`config.mk`:
```
export PLATFORM = sky130hd
export DESIGN_NAME = univ_shift_reg_flat
export DESIGN_NICKNAME = d
export VERILOG_FILES = /design/src/rtl/usr_pkg.sv /design/src/rtl/univ_shift_reg_if.sv /design/src/rtl/usr_burst_ctl.sv /design/src/rtl/univ_shift_reg.sv /design/src/flat_wrapper.sv
export SDC_FILE = /design/constraint.sdc
export NUM_CORES = 1
export LEC_CHECK = 0
export ABC_AREA = 1
export CAP_MARGIN = 10
export CORE_ASPECT_RATIO = 0.6
export CORE_MARGIN = 1.5
export CORE_UTILIZATION = 44
export DETAILED_ROUTE_END_ITERATION = 10
export HOLD_SLACK_MARGIN = 0.03
export PLACE_DENSITY_LB_ADDON = 0.2
export SLEW_MARGIN = 20
export SYNTH_ARGS = -nofsm -noshare
export SYNTH_HDL_FRONTEND = slang
export SYNTH_SLANG_ARGS = --single-unit
export TNS_END_PERCENT = 1
```
`constraint.sdc`:
```
create_clock -name C -period 1.6 [get_ports C]
set_input_delay 0.4 -clock C [delete_from_list [all_inputs] [get_ports C]]
set_output_delay 0.4 -clock C [all_outputs]
set_load 0.01 [all_outputs]
```
`src/rtl/usr_pkg.sv`:
```
// usr_pkg: shared types and constants for the universal shift register.
//   MODE_*  : encodings of the 2-bit mode input S
//   state_e : burst controller states (IDLE, BURST)
//   dir_e   : latched burst shift direction
//   cmd_e   : effective per-edge command handed from the controller to the datapath
package usr_pkg;

   localparam logic [1:0] MODE_HOLD = 2'b00;
   localparam logic [1:0] MODE_SHR  = 2'b01;
   localparam logic [1:0] MODE_SHL  = 2'b10;
   localparam logic [1:0] MODE_LOAD = 2'b11;

   typedef enum logic {
      IDLE  = 1'b0,
      BURST = 1'b1
   } state_e;

   typedef enum logic {
      DIR_RIGHT = 1'b0,
      DIR_LEFT  = 1'b1
   } dir_e;

   typedef enum logic [1:0] {
      CMD_HOLD = 2'b00,
      CMD_SHR  = 2'b01,
      CMD_SHL  = 2'b10,
      CMD_LOAD = 2'b11
   } cmd_e;

   // Map a raw mode value onto the datapath command.
   function automatic cmd_e mode_to_cmd(input logic [1:0] mode);
      cmd_e cmd;
      case (mode)
         MODE_SHR:  cmd = CMD_SHR;
         MODE_SHL:  cmd = CMD_SHL;
         MODE_LOAD: cmd = CMD_LOAD;
         default:   cmd = CMD_HOLD;
      endcase
      return cmd;
   endfunction

   // Direction latched for a burst given a shifting mode.
   function automatic dir_e mode_to_dir(input logic [1:0] mode);
      return (mode == MODE_SHL) ? DIR_LEFT : DIR_RIGHT;
   endfunction

endpackage

```
`src/rtl/univ_shift_reg_if.sv`:
```
// univ_shift_reg_if: control/data bus of the universal shift register.
//   S, D, SR, SL, START, CNT (and ROT when USR_ROTATE_EN is defined) : requests
//   Q, Qbar, BUSY, DONE                                              : register state
// Modports: master drives requests and observes state; slave is the register.
interface univ_shift_reg_if #(
   parameter int unsigned WIDTH = 8,
   parameter int unsigned CW    = 4
);

   logic [1:0]       S;
   logic [WIDTH-1:0] D;
   logic             SR;
   logic             SL;
   logic             START;
   logic [CW-1:0]    CNT;
`ifdef USR_ROTATE_EN
   logic             ROT;
`endif
   logic [WIDTH-1:0] Q;
   logic [WIDTH-1:0] Qbar;
   logic             BUSY;
   logic             DONE;

`ifdef USR_ROTATE_EN
   modport master (output S, D, SR, SL, START, CNT, ROT,
                   input  Q, Qbar, BUSY, DONE);
   modport slave  (input  S, D, SR, SL, START, CNT, ROT,
                   output Q, Qbar, BUSY, DONE);
`else
   modport master (output S, D, SR, SL, START, CNT,
                   input  Q, Qbar, BUSY, DONE);
   modport slave  (input  S, D, SR, SL, START, CNT,
                   output Q, Qbar, BUSY, DONE);
`endif

endinterface

```
`src/rtl/usr_burst_ctl.sv`:
```
// usr_burst_ctl: IDLE/BURST controller of the universal shift register.
//   clk, rst   : clock (rising edge), asynchronous active-high reset
//   mode_i     : raw mode S
//   start_i    : burst request, honoured in IDLE only
//   cnt_i      : burst length in shifts
//   cmd_c_o    : effective command for this edge (combinational)
//   busy_o     : high while a burst runs
//   done_o     : one-cycle pulse after the final burst shift
module usr_burst_ctl
   import usr_pkg::*;
#(
   parameter int unsigned CW = 4
) (
   input  logic          clk,
   input  logic          rst,
   input  logic [1:0]    mode_i,
   input  logic          start_i,
   input  logic [CW-1:0] cnt_i,
   output cmd_e          cmd_c_o,
   output logic          busy_o,
   output logic          done_o
);

   state_e        state_q, state_d;
   dir_e          dir_q, dir_d;
   logic [CW-1:0] remain_q, remain_d;
   logic          done_q, done_d;
   logic          accept_c;

   // A burst only starts for a shifting mode with a non-zero length.
   assign accept_c = start_i && ((mode_i == MODE_SHR) || (mode_i == MODE_SHL))
                     && (cnt_i != '0);

   // State register.
   always_ff @(posedge clk or posedge rst) begin
      if (rst) begin
         state_q  <= IDLE;
         dir_q    <= DIR_RIGHT;
         remain_q <= '0;
         done_q   <= 1'b0;
      end else begin
         state_q  <= state_d;
         dir_q    <= dir_d;
         remain_q <= remain_d;
         done_q   <= done_d;
      end
   end

   // Next state and effective command.
   always_comb begin
      state_d  = state_q;
      dir_d    = dir_q;
      remain_d = remain_q;
      done_d   = 1'b0;
      cmd_c_o  = CMD_HOLD;
      case (state_q)
         IDLE: begin
            if (accept_c) begin
               // Q holds on the accepting edge; shifting starts next edge.
               dir_d    = mode_to_dir(mode_i);
               remain_d = cnt_i;
               state_d  = BURST;
            end else begin
               cmd_c_o = mode_to_cmd(mode_i);
            end
         end
         BURST: begin
            cmd_c_o  = (dir_q == DIR_LEFT) ? CMD_SHL : CMD_SHR;
            remain_d = remain_q - CW'(1);
            // Exit on remain==1 so the counter never wraps.
            if (remain_q == CW'(1)) begin
               state_d = IDLE;
               done_d  = 1'b1;
            end
         end
         default: begin
            state_d = IDLE;
         end
      endcase
   end

   assign busy_o = (state_q == BURST);
   assign done_o = done_q;

endmodule

```
`src/rtl/univ_shift_reg.sv`:
```
// univ_shift_reg: parametrised universal shift register with burst mode.
//   C   : clock, rising edge active
//   R   : asynchronous active-high reset
//   bus : univ_shift_reg_if.slave (S, D, SR, SL, START, CNT, [ROT] in;
//         Q, Qbar, BUSY, DONE out)
// Optional feature: define USR_ROTATE_EN to add the ROT input, which wraps
// the outgoing bit back in place of SR/SL on any shifting edge.
module univ_shift_reg
   import usr_pkg::*;
#(
   parameter int unsigned WIDTH = 8,
   parameter int unsigned CW    = 4
) (
   input  logic          C,
   input  logic          R,
   univ_shift_reg_if.slave bus
);

   logic [WIDTH-1:0] q_q, q_d;
   cmd_e             cmd;
   logic             busy;
   logic             done;
   logic             sr_bit;
   logic             sl_bit;

   usr_burst_ctl #(
      .CW (CW)
   ) u_burst_ctl (
      .clk     (C),
      .rst     (R),
      .mode_i  (bus.S),
      .start_i (bus.START),
      .cnt_i   (bus.CNT),
      .cmd_c_o (cmd),
      .busy_o  (busy),
      .done_o  (done)
   );

   // Serial input selection: external bit, or wrapped bit when rotating.
`ifdef USR_ROTATE_EN
   always_comb begin
      sr_bit = bus.SR;
      sl_bit = bus.SL;
      if (bus.ROT) begin
         sr_bit = q_q[0];
         sl_bit = q_q[WIDTH-1];
      end
   end
`else
   always_comb begin
      sr_bit = bus.SR;
      sl_bit = bus.SL;
   end
`endif

   // Datapath next value.
   always_comb begin
      q_d = q_q;
      case (cmd)
         CMD_SHR:  q_d = {sr_bit, q_q[WIDTH-1:1]};
         CMD_SHL:  q_d = {q_q[WIDTH-2:0], sl_bit};
         CMD_LOAD: q_d = bus.D;
         default:  q_d = q_q;
      endcase
   end

   // Q register.
   always_ff @(posedge C or posedge R) begin
      if (R) begin
         q_q <= '0;
      end else begin
         q_q <= q_d;
      end
   end

   // Qbar is a pure inversion of the Q flops so both move on the same edge.
   assign bus.Q    = q_q;
   assign bus.Qbar = ~q_q;
   assign bus.BUSY = busy;
   assign bus.DONE = done;

endmodule
```
`src/flat_wrapper.sv`:
```
// flat-port wrapper written by rule: the top's interface ports become plain ports
module univ_shift_reg_flat import usr_pkg::*;
#(
   parameter int unsigned WIDTH = 8,
   parameter int unsigned CW    = 4
)
  (C, R, bus_S, bus_D, bus_SR, bus_SL, bus_START, bus_CNT, bus_Q, bus_Qbar, bus_BUSY, bus_DONE);
  univ_shift_reg_if #(.WIDTH(WIDTH), .CW(CW)) bus_i ();
  input  logic C;
  input  logic R;
  input wire logic [$bits(bus_i.S)-1:0] bus_S;
  input wire logic [$bits(bus_i.D)-1:0] bus_D;
  input wire logic [$bits(bus_i.SR)-1:0] bus_SR;
  input wire logic [$bits(bus_i.SL)-1:0] bus_SL;
  input wire logic [$bits(bus_i.START)-1:0] bus_START;
  input wire logic [$bits(bus_i.CNT)-1:0] bus_CNT;
  output wire logic [$bits(bus_i.Q)-1:0] bus_Q;
  output wire logic [$bits(bus_i.Qbar)-1:0] bus_Qbar;
  output wire logic [$bits(bus_i.BUSY)-1:0] bus_BUSY;
  output wire logic [$bits(bus_i.DONE)-1:0] bus_DONE;
  assign bus_i.S = bus_S;
  assign bus_i.D = bus_D;
  assign bus_i.SR = bus_SR;
  assign bus_i.SL = bus_SL;
  assign bus_i.START = bus_START;
  assign bus_i.CNT = bus_CNT;
  assign bus_Q = bus_i.Q;
  assign bus_Qbar = bus_i.Qbar;
  assign bus_BUSY = bus_i.BUSY;
  assign bus_DONE = bus_i.DONE;
  univ_shift_reg #(.WIDTH(WIDTH), .CW(CW)) u_core (.C(C), .R(R), .bus(bus_i));
endmodule
```
==> results of run 1 <==
[cell usage in the layout (no fill, tap or decap), types with 4 or more instances in the layout]
cell type,n
a21oi_1,4
buf_4,13
buf_6,5
clkdlybuf4s50_1,12
dfrtp_1,14
dlygate4sd2_1,12
dlymetal6s2s_1,10
ha_1,5
inv_1,21
inv_2,4
nand2_1,29
nand2_4,5
nand3_1,22
nor2_2,6
o21ai_1,6
[worst max-delay path by stage]
stage	from	endpoint	slack (ns)	cells past startpoint
6_report	bus_S[1]	u_core.bus.Q[2]$_DFFE_PP0P_	0.08	12
5_1_grt	bus_S[0]	u_core.bus.Q[2]$_DFFE_PP0P_	0.003	12
4_1_cts	bus_CNT[1]	u_core.bus.Q[0]$_DFFE_PP0P_	-0.002	10
3_5_place_dp	bus_S[1]	u_core.bus.Q[7]$_DFFE_PP0P_	-0.57	13
3_3_place_gp	bus_S[0]	u_core.bus.Q[0]$_DFFE_PP0P_	-0.50	12
2_1_floorplan	bus_S[0]	u_core.bus.Q[0]$_DFFE_PP0P_	0.05	11
[per-stage QoR]
stage / TNS [ns] / std cells
final: 0 / 225
after global routing: 0 / 225
after CTS: -0.00178 / 223
after detailed placement: -6.69 / 216
after global placement: -5.74 / 216
after floorplan: 0 / 139
[flip-flops by register name, indices dropped and copies added (netlist names)]
signal	flops
u_core.u_burst_ctl.done_o	1
u_core.u_burst_ctl.busy_o	1
u_core.u_burst_ctl.dir_q	1
u_core.bus.Q	8
u_core.u_burst_ctl.remain_q	4
[synthesized netlist by cell type (all sizes together)]
library cell  count
nand3            25
ha                6
o221ai            1
nand4             1
a21oi             4
nand2            35
dfrtp            15
inv              27
nor3              1
a21boi            1
o211ai            2
nor2             10
buf               3
o21ai             8
[metal layers]
metal  wire (um)  global-route usage (%)
met5           0                       0
met4          80                    7.29
met3         291                    7.58
met2        1560                    43.7
met1        1350                    32.3
[area by class of cell]
class	instances	share of cell area, %
Clock buffer	4	2.71
Inverter	27	6.40
Multi-Input combinational cell	94	34.8
Sequential cell	15	22.6
Tap cell	30	2.26
Timing Repair Buffer	55	31.2
[worst register-to-register path: stages (launching register included)]
cell	delay (ns)
dfrtp_2	0.45
nand2_4	0.10
a21boi_4	0.19
nand2_4	0.09
buf_6	0.14
o21ai_1	0.11
nand3_1	0.08
nand2_1	0.09
inv_1	0.06
[report_power, final]
group | leakage (nW) | switching (mW) | internal, mW
registers | 0.182 | 0.166 | 0.576
logic | 0.722 | 1.16 | 0.924
clock network | 0.0228 | 0.136 | 0.177
[kinds of logic (layout without fill, tap and decap cells)]
family | count (synthesis) | in the layout
AOI/OAI and AO/OA | 16 | 16
adders and majority gates | 6 | 6
buffers and inverters | 30 | 86
DFF | 15 | 15
and+or+nand+nor | 72 | 72
[timing repair]
action	4_1_cts	5_1_grt
pin swaps	7	15
resized for setup	32	24
gates cloned	0	1
endpoints found under the setup margin	28	14
hold buffers	0	0
buffers inserted	3	1
==> metrics.cfg, run 1 <==
[sta]
tightestPinTransition_ns=0.336
rsz0062_at_grt=no
period_needed_ns=1.52
setup_viol=0
min_period_over_period_pct=95.1
clock_skew_ns=0.00471
fmax_mhz=657
hold_slack_ns=0.456
slew_viol_final=0
layout_setup_ws_ns=0.0789
max_slew_margin_pct=77.4
hold_viol_final=0

[power]
peakVddDrop_v=0.00101
fin_total_pwr_mw=3.13
power.density_nw_per_um2=1890
p_leak_nw=0.927

[cts]
htreeDepth=1
clock_latency_ns=0.25
clock_path_buffers=2
numCtsBuffers=3
cts_root_buffer=clkbuf_8
clock-sinks=15
clk_pin_slew_ns=0.06
cts_tree=built

[synth]
synth_area_leaders=dfrtp_1, nand2_1, nand3_1, inv_1, ha_1
syn_area_um2=1040
synth_simple_gate_area_share_pct=33.1
ys_seq_area_share_pct=36.2
synth_seq_cells=15
synthXorXnorAreaFrac_pct=0
syn_nets=164
yosys_warnings=0
synth_top_family_by_area=simple AND/OR/NAND/NOR gates
synth_fa_ha_area_share_pct=7.25
netlist_instances=139
synth.avg_cell_area_um2=7.45
synth-compound-area-share_pct=9.90
synth_top_area_share_pct=36.2
ys_types=21
synthMuxAreaShare_pct=0
yosysTopAreaCell=dfrtp_1

[final_layout]
fin_util_pct=75.7
n_antenna_cell=0
stdcell_area_um2=1660
ff_latch_area_um2=377
multi_input_comb_area_um2=578
fillers=164
syn_to_final_growth_pct=60.5
drive_above_1_share_pct=25.6
nets=221

[grt]
grt_pass1_vias=1045
grt_max_degree=16
overflow=0
grt_pass1_wl_um=4860
grtUsageTotal_pct=25.6
antenna_found_initial=0

[route]
drc=0
drtIter0Drc=110
vias=1186
viasPerCell=5.27
wl_per_cell_um=14.6
ant_nets=0
drtPass1Iterations=4
wirelength_um=3290

[run_status]
status=finished clean

[floorplan]
rows=13
core_area_um2=2200
die-area_um2=2660
ios=37
initial_core_util_pct=47.2
die_w_um=65.6
die_h_um=40.6

[min_path]
hold_class=primary input to async pin

[worst_setup_path]
critical_path.top_delay_family=simple AND/OR/NAND/NOR gates
rrSetupSlack_ns=0.18
cp.arrival_ns=1.65
crit_chain=clkbuf_2 -> inv_2 -> ha_1 -> nand2_1 -> inv_2 -> nand3_4 -> nand2_4 -> inv_4 -> nor2_4 -> inv_2 -> nor2_2 -> a21oi_1
crit_slowest_cell=ha_1
endpoint_kind=flop
crit_type=primary input to flop
r2r_cells=8
crit_required_ns=1.73
cp_num_buf_inv=5
r2r_start=u_core.u_burst_ctl.busy_o$_DFF_PP0_
cp_max_fo=7
rr_endpoint=u_core.bus.Q[1]$_DFFE_PP0P_
cp_common_cell=inv_2
start_kind=primary input
slowest_delay_ns=0.27

[place]
dp_slack_ns=-0.569
dp_hpwl_um=2260
globalplace.congestion=0.852
io_buffer_count=36
placed_area_um2=1510

[run]
drv_cap=0

(Power assumes the default switching activity.)
==> run 2, diff against run 1 <==
GPL_ROUTABILITY_DRIVEN = 0   (was default)
==> results of run 2 <==
Same layout as run 1: the final DEF is identical, and so are final timing and power.
